$ cat config.mk
export PLATFORM = sky130hd
export DESIGN_NAME = seq_arith_unit
export DESIGN_NICKNAME = d
export VERILOG_FILES = /design/src/rtl/seq_arith_unit.sv
export SDC_FILE = /design/constraint.sdc
export NUM_CORES = 1
export LEC_CHECK = 0
export CORE_UTILIZATION = 35
export CTS_CLUSTER_SIZE = 28
export DETAILED_ROUTE_END_ITERATION = 8
export PLACE_DENSITY = 0.55
export REMOVE_ABC_BUFFERS = 1
export SYNTH_ARGS = -nofsm -noshare
export SYNTH_HDL_FRONTEND = slang
export SYNTH_SLANG_ARGS = --single-unit
$ cat constraint.sdc
create_clock -name clk -period 3.2 [get_ports clk]
set_input_delay 0.96 -clock clk [delete_from_list [all_inputs] [get_ports clk]]
set_output_delay 0.96 -clock clk [all_outputs]
set_load 0.005 [all_outputs]
$ cat src/rtl/seq_arith_unit.sv
// seq_arith_unit: clocked add/sub/multiply/divide unit with valid/ready
// handshakes on both sides.
//
// Ports:
//   clk, rst_n              clock (rising edge), asynchronous active-low reset
//   in_valid / in_ready     operation handshake; op, a and b are captured on the accept edge
//   op                      one-hot opcode: 0001 add, 0010 sub, 0100 mul, 1000 div
//   a, b                    operands (A / dividend / multiplicand, B / divisor / multiplier)
//   out_valid / out_ready   result handshake; results are held while out_ready is low
//   result_lo / result_hi   sum|diff|product low|quotient  /  0|product high|remainder
//   carry                   add carry out, sub no-borrow, otherwise 0
//   div_by_zero, illegal_op status flags, meaningful while out_valid is high
//   dbg_state               current FSM state (IDLE=0, MUL=1, DIV=2, DONE=3)
//
// Handshake rule: a transfer happens on a rising edge where valid and ready
// are both high. in_ready is high only in IDLE and out_valid only in DONE,
// so a result handoff and a new accept can never share an edge.
module seq_arith_unit #(
  parameter int WIDTH = 8
) (
  input  logic             clk,
  input  logic             rst_n,
  input  logic             in_valid,
  output logic             in_ready,
  input  logic [3:0]       op,
  input  logic [WIDTH-1:0] a,
  input  logic [WIDTH-1:0] b,
  output logic             out_valid,
  input  logic             out_ready,
  output logic [WIDTH-1:0] result_lo,
  output logic [WIDTH-1:0] result_hi,
  output logic             carry,
  output logic             div_by_zero,
  output logic             illegal_op,
  output logic [1:0]       dbg_state
);

  localparam int CNT_W = $clog2(WIDTH + 1);
  localparam logic [CNT_W-1:0] LAST_ITER = CNT_W'(WIDTH - 1);

  typedef enum logic [1:0] {
    IDLE = 2'd0,
    MUL  = 2'd1,
    DIV  = 2'd2,
    DONE = 2'd3
  } state_t;

  state_t           state_q;
  logic [CNT_W-1:0] cnt_q;
  logic [WIDTH-1:0] opa_q;      // multiplicand
  logic [WIDTH-1:0] opb_q;      // divisor
  // work_hi_q: running product high half (mul) or partial remainder (div).
  // It is WIDTH+1 bits so the remainder shift never overflows.
  logic [WIDTH:0]   work_hi_q;
  // work_lo_q: multiplier shifting out / product low half (mul), or
  // dividend shifting out / quotient shifting in (div).
  logic [WIDTH-1:0] work_lo_q;
  logic [WIDTH-1:0] res_lo_q;
  logic [WIDTH-1:0] res_hi_q;
  logic             carry_q;
  logic             dbz_q;
  logic             ill_q;

  logic [WIDTH:0]   add_sum;
  logic [WIDTH:0]   sub_sum;
  logic [WIDTH:0]   mul_sum;
  logic [WIDTH-1:0] mul_hi_nx;
  logic [WIDTH-1:0] mul_lo_nx;
  logic [WIDTH:0]   div_shift;
  logic             div_ge;
  logic [WIDTH:0]   div_rem_nx;
  logic [WIDTH-1:0] div_quo_nx;

  always_comb begin
    add_sum = {1'b0, a} + {1'b0, b};
    sub_sum = {1'b0, a} + {1'b0, ~b} + (WIDTH+1)'(1);

    // Shift-add step: conditionally add the multiplicand into the high half,
    // then shift the whole {carry, hi, lo} one place right.
    mul_sum = work_hi_q;
    if (work_lo_q[0]) begin
      mul_sum = work_hi_q + {1'b0, opa_q};
    end
    mul_hi_nx = mul_sum[WIDTH:1];
    mul_lo_nx = {mul_sum[0], work_lo_q[WIDTH-1:1]};

    // Restoring step: bring in the next dividend bit, keep the subtraction
    // only when it does not go negative.
    div_shift  = {work_hi_q[WIDTH-1:0], work_lo_q[WIDTH-1]};
    div_ge     = (div_shift >= {1'b0, opb_q});
    div_rem_nx = div_shift;
    if (div_ge) begin
      div_rem_nx = div_shift - {1'b0, opb_q};
    end
    div_quo_nx = {work_lo_q[WIDTH-2:0], div_ge};
  end

  always_ff @(posedge clk or negedge rst_n) begin
    if (!rst_n) begin
      state_q   <= IDLE;
      cnt_q     <= '0;
      opa_q     <= '0;
      opb_q     <= '0;
      work_hi_q <= '0;
      work_lo_q <= '0;
      res_lo_q  <= '0;
      res_hi_q  <= '0;
      carry_q   <= 1'b0;
      dbz_q     <= 1'b0;
      ill_q     <= 1'b0;
    end else begin
      case (state_q)
        IDLE: begin
          if (in_valid) begin
            opa_q <= a;
            opb_q <= b;
            cnt_q <= '0;
            dbz_q <= 1'b0;
            ill_q <= 1'b0;
            case (op)
              4'b0001: begin
                res_lo_q <= add_sum[WIDTH-1:0];
                res_hi_q <= '0;
                carry_q  <= add_sum[WIDTH];
                state_q  <= DONE;
              end
              4'b0010: begin
                res_lo_q <= sub_sum[WIDTH-1:0];
                res_hi_q <= '0;
                carry_q  <= sub_sum[WIDTH];
                state_q  <= DONE;
              end
              4'b0100: begin
                work_hi_q <= '0;
                work_lo_q <= b;
                state_q   <= MUL;
              end
              4'b1000: begin
                if (b == '0) begin
                  res_lo_q <= '1;
                  res_hi_q <= a;
                  carry_q  <= 1'b0;
                  dbz_q    <= 1'b1;
                  state_q  <= DONE;
                end else begin
                  work_hi_q <= '0;
                  work_lo_q <= a;
                  state_q   <= DIV;
                end
              end
              default: begin
                res_lo_q <= '0;
                res_hi_q <= '0;
                carry_q  <= 1'b0;
                ill_q    <= 1'b1;
                state_q  <= DONE;
              end
            endcase
          end
        end
        MUL: begin
          work_hi_q <= {1'b0, mul_hi_nx};
          work_lo_q <= mul_lo_nx;
          cnt_q     <= cnt_q + CNT_W'(1);
          if (cnt_q == LAST_ITER) begin
            res_lo_q <= mul_lo_nx;
            res_hi_q <= mul_hi_nx;
            carry_q  <= 1'b0;
            state_q  <= DONE;
          end
        end
        DIV: begin
          work_hi_q <= div_rem_nx;
          work_lo_q <= div_quo_nx;
          cnt_q     <= cnt_q + CNT_W'(1);
          if (cnt_q == LAST_ITER) begin
            res_lo_q <= div_quo_nx;
            res_hi_q <= div_rem_nx[WIDTH-1:0];
            carry_q  <= 1'b0;
            state_q  <= DONE;
          end
        end
        DONE: begin
          if (out_ready) begin
            state_q <= IDLE;
          end
        end
        default: state_q <= IDLE;
      endcase
    end
  end

  assign in_ready    = (state_q == IDLE);
  assign out_valid   = (state_q == DONE);
  assign result_lo   = res_lo_q;
  assign result_hi   = res_hi_q;
  assign carry       = carry_q;
  assign div_by_zero = dbz_q;
  assign illegal_op  = ill_q;
  assign dbg_state   = state_q;

endmodule

==> impl_metrics.env, run 1 <==
export IMPL_critPathSlowestCell="clkdlybuf4s50_1"
export IMPL_pwr_density_cell_nw_per_um2=1108
export IMPL_end_kind="flip-flop"
export IMPL_max_slew_margin_rel_pct=56.42
export IMPL_grt_overflow_total=0
export IMPL_power_share_switching_pct=44.03
export IMPL_tns_ns=0
export IMPL_first_global_vias=4555
export IMPL_cts_sinks=58
export IMPL_cts_tree="built"
export IMPL_place_congestion=0.9023
export IMPL_seq_area_frac_synth_pct=30.92
export IMPL_ys_ff_latch=58
export IMPL_timing_hold_worst_class="reg -> reg"
export IMPL_detailedPlacementHpwl_mm=11.38
export IMPL_postSynthAreaPerCell_um2=8.459
export IMPL_drt_vias_per_instance=5.522
export IMPL_utilization_pct=46.84
export IMPL_initial_antenna_violation_count=0
export IMPL_clk_latency_ns=0.33
export IMPL_layout_cells_sized_above_1_pct=14.75
export IMPL_final_cell_area_um2=6007
export IMPL_area_growth_synth_to_final_pct=27.96
export IMPL_worst_clock_skew_ns=0.007586
export IMPL_number_of_iterations_in_the_first_detailed_routing_pass=5
export IMPL_remaining_drc_errors=0
export IMPL_result_of_the_run="completed"
export IMPL_post_cts_setup_buffers=0
export IMPL_fin_hold_ws_ns=0.4819
export IMPL_grt_start_max_net_pins=42
export IMPL_critPathArrivalTime_ns=3.19
export IMPL_initial_core_util_pct=36.60
export IMPL_yosysWarnings=0
export IMPL_async_flop_share_pct=100.0
export IMPL_synth_flop_cell="dfrtp_1"
export IMPL_die_area_um2=13880
export IMPL_pwr_share_clk_pct=16.7
export IMPL_cts_repair_resize_count=0
export IMPL_critical_path_max_stage_delay_ns=0.51
export IMPL_mappedNetlistArea_um2=4695
export IMPL_port_buffers=46
export IMPL_final_net_count=705
export IMPL_internal_power_uw=3725
export IMPL_final_antenna_net_count=0
export IMPL_dpl_cell_area_um2=5669
export IMPL_worst_ep_required_time_ns=3.38
export IMPL_synth_edff_count=0
export IMPL_wl_per_cell_um=17.94
export IMPL_floorplan_die_height_um=117.8
export IMPL_cellLeakagePower_uw=0.002657
export IMPL_critical_path_max_fanout=3
export IMPL_post_synth_inst_count=555
export IMPL_cp_num_buf_inv=3
export IMPL_core_area_um2=12820
export IMPL_post_layout_nonfiller_instances=816
export IMPL_worstMarginPinSlew_ns=0.6537
export IMPL_max_cap_violations=0
export IMPL_detail_route_wirelength_mm=14.64
export IMPL_initialDrtViolationCount=280
export IMPL_route_vias_total=4506
export IMPL_timing_final_max_slew_violations=0
export IMPL_worstPathCellList="clkdlybuf4s50_1, ha_1, inv_1, fa_1, o21bai_1, a21oi_1, o31ai_1, buf_4, xnor2_1, a32oi_1, a41oi_1"
export IMPL_crit_path_start_kind="primary input"
export IMPL_placed_cells=800
export IMPL_row_count=41
export IMPL_post_cts_hold_buffer_count=0
export IMPL_kind_of_cell_adding_the_most_delay_to_the_critical_path="compound AO/OA/AOI/OAI gates"
export IMPL_clockBufferDepth=2
export IMPL_grt_pass1_wl_mm=24.17
export IMPL_final_hold_violation_count=0
export IMPL_critical_path_class="in -> reg"
export IMPL_final_critical_path_time_including_i_o_delays_and_setup_ns=3.007
export IMPL_synth_distinct_cells=70
export IMPL_die_w_um=117.8
export IMPL_leading_cell_types_in_the_layout_fill_and_taps_excluded="dfrtp_1, nand2_1, buf_4, nor2_1, clkdlybuf4s50_1"
export IMPL_vdd_ir_drop_worst_v=0.0004831
export IMPL_clockRootBuffer="clkbuf_16"
export IMPL_post_route_period_util_pct=93.97
export IMPL_rsz0062_at_grt="false"
export IMPL_number_of_setup_violations_in_the_final_report=0
export IMPL_max_clock_freq_mhz=332.5
export IMPL_p_switching_uw=2930
export IMPL_htreeDepth=3
export IMPL_antenna_cells=0
export IMPL_mostFrequentLayoutCell="dfrtp_1"
export IMPL_total_clock_buffers_created_by_cts=9
export IMPL_i_o_pin_count=47
export IMPL_clk_pin_slew_worst_paths_ns=0.05
export IMPL_power_frac_comb_pct=61.9
export IMPL_groute_usage_overall_pct=22.00
export IMPL_power_sequential_fraction_pct=21.4
stage by stage:
stage	power (uW)	worst slack (ns)
finish	6655	0.1928
global route	7211	0.04824
CTS	6664	0.1766
detailed placement	5509	-0.1481
global placement	5420	-0.07916
floorplan	3999	0.2958
power groups by stage:
stage / clock (uW) / sequential (uW) / combinational [uW]
4_1_cts: 1120 / 1420 / 4120
6_report: 1110 / 1420 / 4120
3_5_place_dp: 0 / 1430 / 4080
5_1_grt: 1150 / 1460 / 4590
3_3_place_gp: 0 / 1420 / 4000
2_1_floorplan: 0 / 1320 / 2680
worst paths after layout:
path	from	endpoint	slack [ns]	cells past startpoint
setup / recovery	a[0]	result_lo[6]	0.19	11
hold / removal	illegal_op	illegal_op	0.48	2
setup reg to reg	work_hi_q[0]	work_hi_q[7]	0.54	9
hold reg to reg	illegal_op	illegal_op	0.48	2
max in group asynchronous	rst_n	work_lo_q[4]	2.02	2
min in group asynchronous	rst_n	work_hi_q[4]	0.58	1
registers in the layout, indices dropped and copies added, names as in the netlist:
name,flops
carry,1
cnt_q,4
opa_q,8
opb_q,8
work_lo_q,8
result_lo,8
illegal_op,1
work_hi_q,9
div_by_zero,1
dbg_state,2
result_hi,8
metal layers:
layer	track usage [%]	part of all wire, %	up-vias	wire length (um)
met5	0	0	-	0
met4	5.609	1.3	0	194
met3	2.616	3.4	14	500
met2	36.65	47	112	6879
met1	30.08	48	2184	7064
li1	-	-	2196	-
kinds of logic after synthesis:
| family | Yosys count | synth area share, % |
|---|---|---|
| xor+xnor | 9 | 1.679 |
| mux | 16 | 3.625 |
| simple gates | 168 | 17.67 |
| flops | 58 | 30.92 |
| fa+ha+maj | 42 | 11.83 |
| compound gates | 195 | 28.20 |
| buf+inv | 67 | 6.077 |
cells in the mapped netlist, types with 3 or more instances:
library cell / number / share of area, %
a211oi_1: 9 / 1.4
a211oi_2: 5 / 1.3
a21o_1: 10 / 1.6
a21oi_1: 42 / 4.5
a221oi_1: 4 / 0.75
a22o_1: 3 / 0.56
a22oi_1: 4 / 0.64
a31oi_1: 13 / 1.7
and3_1: 8 / 1.1
buf_1: 3 / 0.24
buf_2: 9 / 0.96
buf_4: 4 / 0.64
clkbuf_1: 9 / 0.72
dfrtp_1: 58 / 31
fa_1: 4 / 1.7
ha_1: 38 / 10
inv_1: 41 / 3.3
mux2_2: 8 / 1.9
mux2i_1: 8 / 1.7
nand2_1: 52 / 4.2
nand2b_1: 5 / 0.67
nand3_1: 8 / 0.85
nor2_1: 49 / 3.9
nor2b_1: 10 / 1.3
nor3_1: 14 / 1.5
nor4_1: 3 / 0.40
nor4b_2: 3 / 0.96
o211ai_1: 7 / 1.1
o21a_1: 7 / 1.1
o21ai_0: 43 / 4.6
o21ai_1: 4 / 0.43
o21bai_1: 5 / 0.80
o22ai_1: 3 / 0.40
o31ai_1: 5 / 0.80
or4b_1: 3 / 0.64
xnor2_1: 7 / 1.3
cell type report:
| class | count | area, um2 |
|---|---|---|
| tap | 172 | 215.2 |
| clock buffer | 10 | 229.0 |
| multi-input combinational | 430 | 2962 |
| inverter | 41 | 153.9 |
| sequential | 58 | 1451 |
| clock inverter | 6 | 105.1 |
| fill | 1296 | 6818 |
| timing repair buffer | 99 | 890.9 |
worst reg2reg max path, stage by stage (launching register included):
cell and delay [ns]:
dfrtp_1 0.50, ha_1 0.25, inv_1 0.07, fa_1 0.39, nor2b_1 0.20, o211ai_1 0.17
a221oi_1 0.42, mux2i_1 0.15, a211oi_2 0.26, o22ai_1 0.13
(Power assumes the default switching activity.)
==> run 2, diff against run 1 <==
Settings changed: CORE_UTILIZATION 35 to 40, PLACE_DENSITY 0.55 to 0.61, SLEW_MARGIN from default to 20.
==> run 2 against run 1 <==
Setup slack better by 0.085 ns. Critical path depth is 1 lower. Combinational power about the same. Critical path type unchanged. Highest routed layer unchanged. Via count is 1.6% higher. Register-to-register slack worse by 0.05 ns. Largest cell class unchanged. Design area decreased by 1.8%. Non-clock buffer count increased by 2. Count of clock-buffer cells in the layout up 2. Clock power down 15%. Global-route usage up 2.7 points.
==> impl_metrics.env, run 2 (synthesized netlist as in run 1, its figures left out) <==
export IMPL_final_net_count=707
export IMPL_i_o_pin_count=47
export IMPL_worstMarginPinSlew_ns=0.6982
export IMPL_htreeDepth=3
export IMPL_die_w_um=110.3
export IMPL_floorplan_die_height_um=110.3
export IMPL_area_growth_synth_to_final_pct=25.61
export IMPL_crit_path_start_kind="primary input"
export IMPL_critical_path_max_fanout=4
export IMPL_critical_path_class="in -> reg"
export IMPL_initial_antenna_violation_count=0
export IMPL_vdd_ir_drop_worst_v=0.0007390
export IMPL_mostFrequentLayoutCell="dfrtp_1"
export IMPL_clk_pin_slew_worst_paths_ns=0.05
export IMPL_worst_hold_path_endpoint="opb_q[3]"
export IMPL_fin_hold_ws_ns=0.4800
export IMPL_final_hold_violation_count=0
export IMPL_post_cts_hold_buffer_count=0
export IMPL_initial_core_util_pct=41.11
export IMPL_post_route_worst_setup_slack_ns=0.2781
export IMPL_remaining_drc_errors=0
export IMPL_worst_r2r_endpoint="work_hi_q[8]"
export IMPL_end_kind="flip-flop"
export IMPL_reg2reg_setup_slack_ns=0.49
export IMPL_grt_pass1_wl_mm=22.61
export IMPL_largest_register="work_hi_q"
export IMPL_grt_overflow_total=0
export IMPL_groute_usage_overall_pct=24.72
export IMPL_detail_route_wirelength_mm=14.06
export IMPL_number_of_setup_violations_in_the_final_report=0
export IMPL_worst_clock_skew_ns=0.008608
export IMPL_max_clock_freq_mhz=342.2
export IMPL_dpl_cell_area_um2=5610
export IMPL_timing_reg2reg_worst_path_depth=10
export IMPL_largest_register_ffs=9
export IMPL_port_buffers=46
export IMPL_pwr_density_cell_nw_per_um2=1094
export IMPL_number_of_iterations_in_the_first_detailed_routing_pass=6
export IMPL_first_global_vias=4386
export IMPL_wl_per_cell_um=17.85
export IMPL_row_count=39
export IMPL_pre_cts_slack_ns=-0.05744
export IMPL_clk_latency_ns=0.33
export IMPL_cts_repair_resize_count=0
export IMPL_timing_final_max_slew_violations=0
export IMPL_clockRootBuffer="clkbuf_16"
export IMPL_core_area_um2=11420
export IMPL_route_vias_total=4576
export IMPL_leading_cell_types_in_the_layout_fill_and_taps_excluded="dfrtp_1, buf_4, nand2_1, nor2_1, clkdlybuf4s50_1"
export IMPL_critPathArrivalTime_ns=3.10
export IMPL_worst_ep_required_time_ns=3.38
export IMPL_final_antenna_net_count=0
export IMPL_antenna_cells=0
export IMPL_total_clock_buffers_created_by_cts=9
export IMPL_cellLeakagePower_uw=0.002630
export IMPL_drt_vias_per_instance=5.807
export IMPL_total_power_uw=6451
export IMPL_timing_rr_start="work_lo_q[7]"
export IMPL_rsz0062_at_grt="false"
export IMPL_clockBufferDepth=2
export IMPL_worstHoldPathCells=2
export IMPL_timing_hold_worst_class="reg -> reg"
export IMPL_post_cts_setup_buffers=0
export IMPL_cts_tree="built"
export IMPL_tns_ns=0
export IMPL_place_congestion=0.8817
export IMPL_cts_sinks=58
export IMPL_initialDrtViolationCount=305
export IMPL_detailedPlacementHpwl_mm=10.94
export IMPL_final_critical_path_time_including_i_o_delays_and_setup_ns=2.922
export IMPL_hold_startpoint="opb_q[3]"
export IMPL_max_slew_margin_rel_pct=53.45
export IMPL_worst_setup_path_startpoint="b[0]"
export IMPL_grt_start_max_net_pins=28
export IMPL_die_area_um2=12170
export IMPL_result_of_the_run="completed"
export IMPL_final_cell_area_um2=5897
export IMPL_max_cap_violations=0
export IMPL_post_route_period_util_pct=91.31
export IMPL_layout_cells_sized_above_1_pct=14.57
-- run 2: how the worst max path moves through the flow --
| stage | depth (start not counted) | end |
|---|---|---|
| 2_1_floorplan | 5 | work_lo_q[2] |
| 3_3_place_gp | 11 | result_lo[6] |
| 3_5_place_dp | 11 | result_lo[6] |
| 4_1_cts | 10 | result_lo[6] |
| 5_1_grt | 11 | result_lo[6] |
| 6_report | 10 | result_lo[6] |
-- run 2: report_power, final --
part | internal [uW] | leakage [uW] | switching, uW | total (uW)
sequential | 1100 | 0.000723 | 326 | 1420
combinational | 1830 | 0.00176 | 2250 | 4090
clock | 616 | 0.000142 | 326 | 942
total | 3550 | 0.00263 | 2900 | 6450
-- run 2: critical path, cell delays in order --
cell and delay (ns):
clkdlybuf4s50_1 0.43, buf_4 0.16, ha_1 0.21, fa_1 0.40, nor2b_1 0.13, o21ai_1 0.08
a21oi_1 0.20, o21ai_0 0.15, a32oi_1 0.23, a41oi_1 0.14
-- run 2: through the flow --
| step | cells | utilization, % |
|---|---|---|
| after floorplan | 529 | - |
| after global placement | 773 | 49.13 |
| after detailed placement | 773 | 49.13 |
| after CTS | 788 | 51.64 |
| after global routing | 788 | 51.64 |
| final | 788 | 51.64 |
-- run 2: area by class of cell --
class	instances	area, um2
fillers	1115	5522
multi-input cells	430	2958
flip-flops and latches	58	1451
repair buffers	101	868.3
clock buffers	12	246.5
well taps	143	178.9
inverters	41	153.9
clock inverters	3	40.04
-- run 2: per-layer routing --
metal / share of wire (%) / vias to the layer above / global-route usage, %
li1: - / 2204 / -
met1: 44 / 2204 / 32.82
met2: 48 / 151 / 41.66
met3: 6.3 / 17 / 3.939
met4: 1.2 / 0 / 6.673
met5: 0 / - / 0
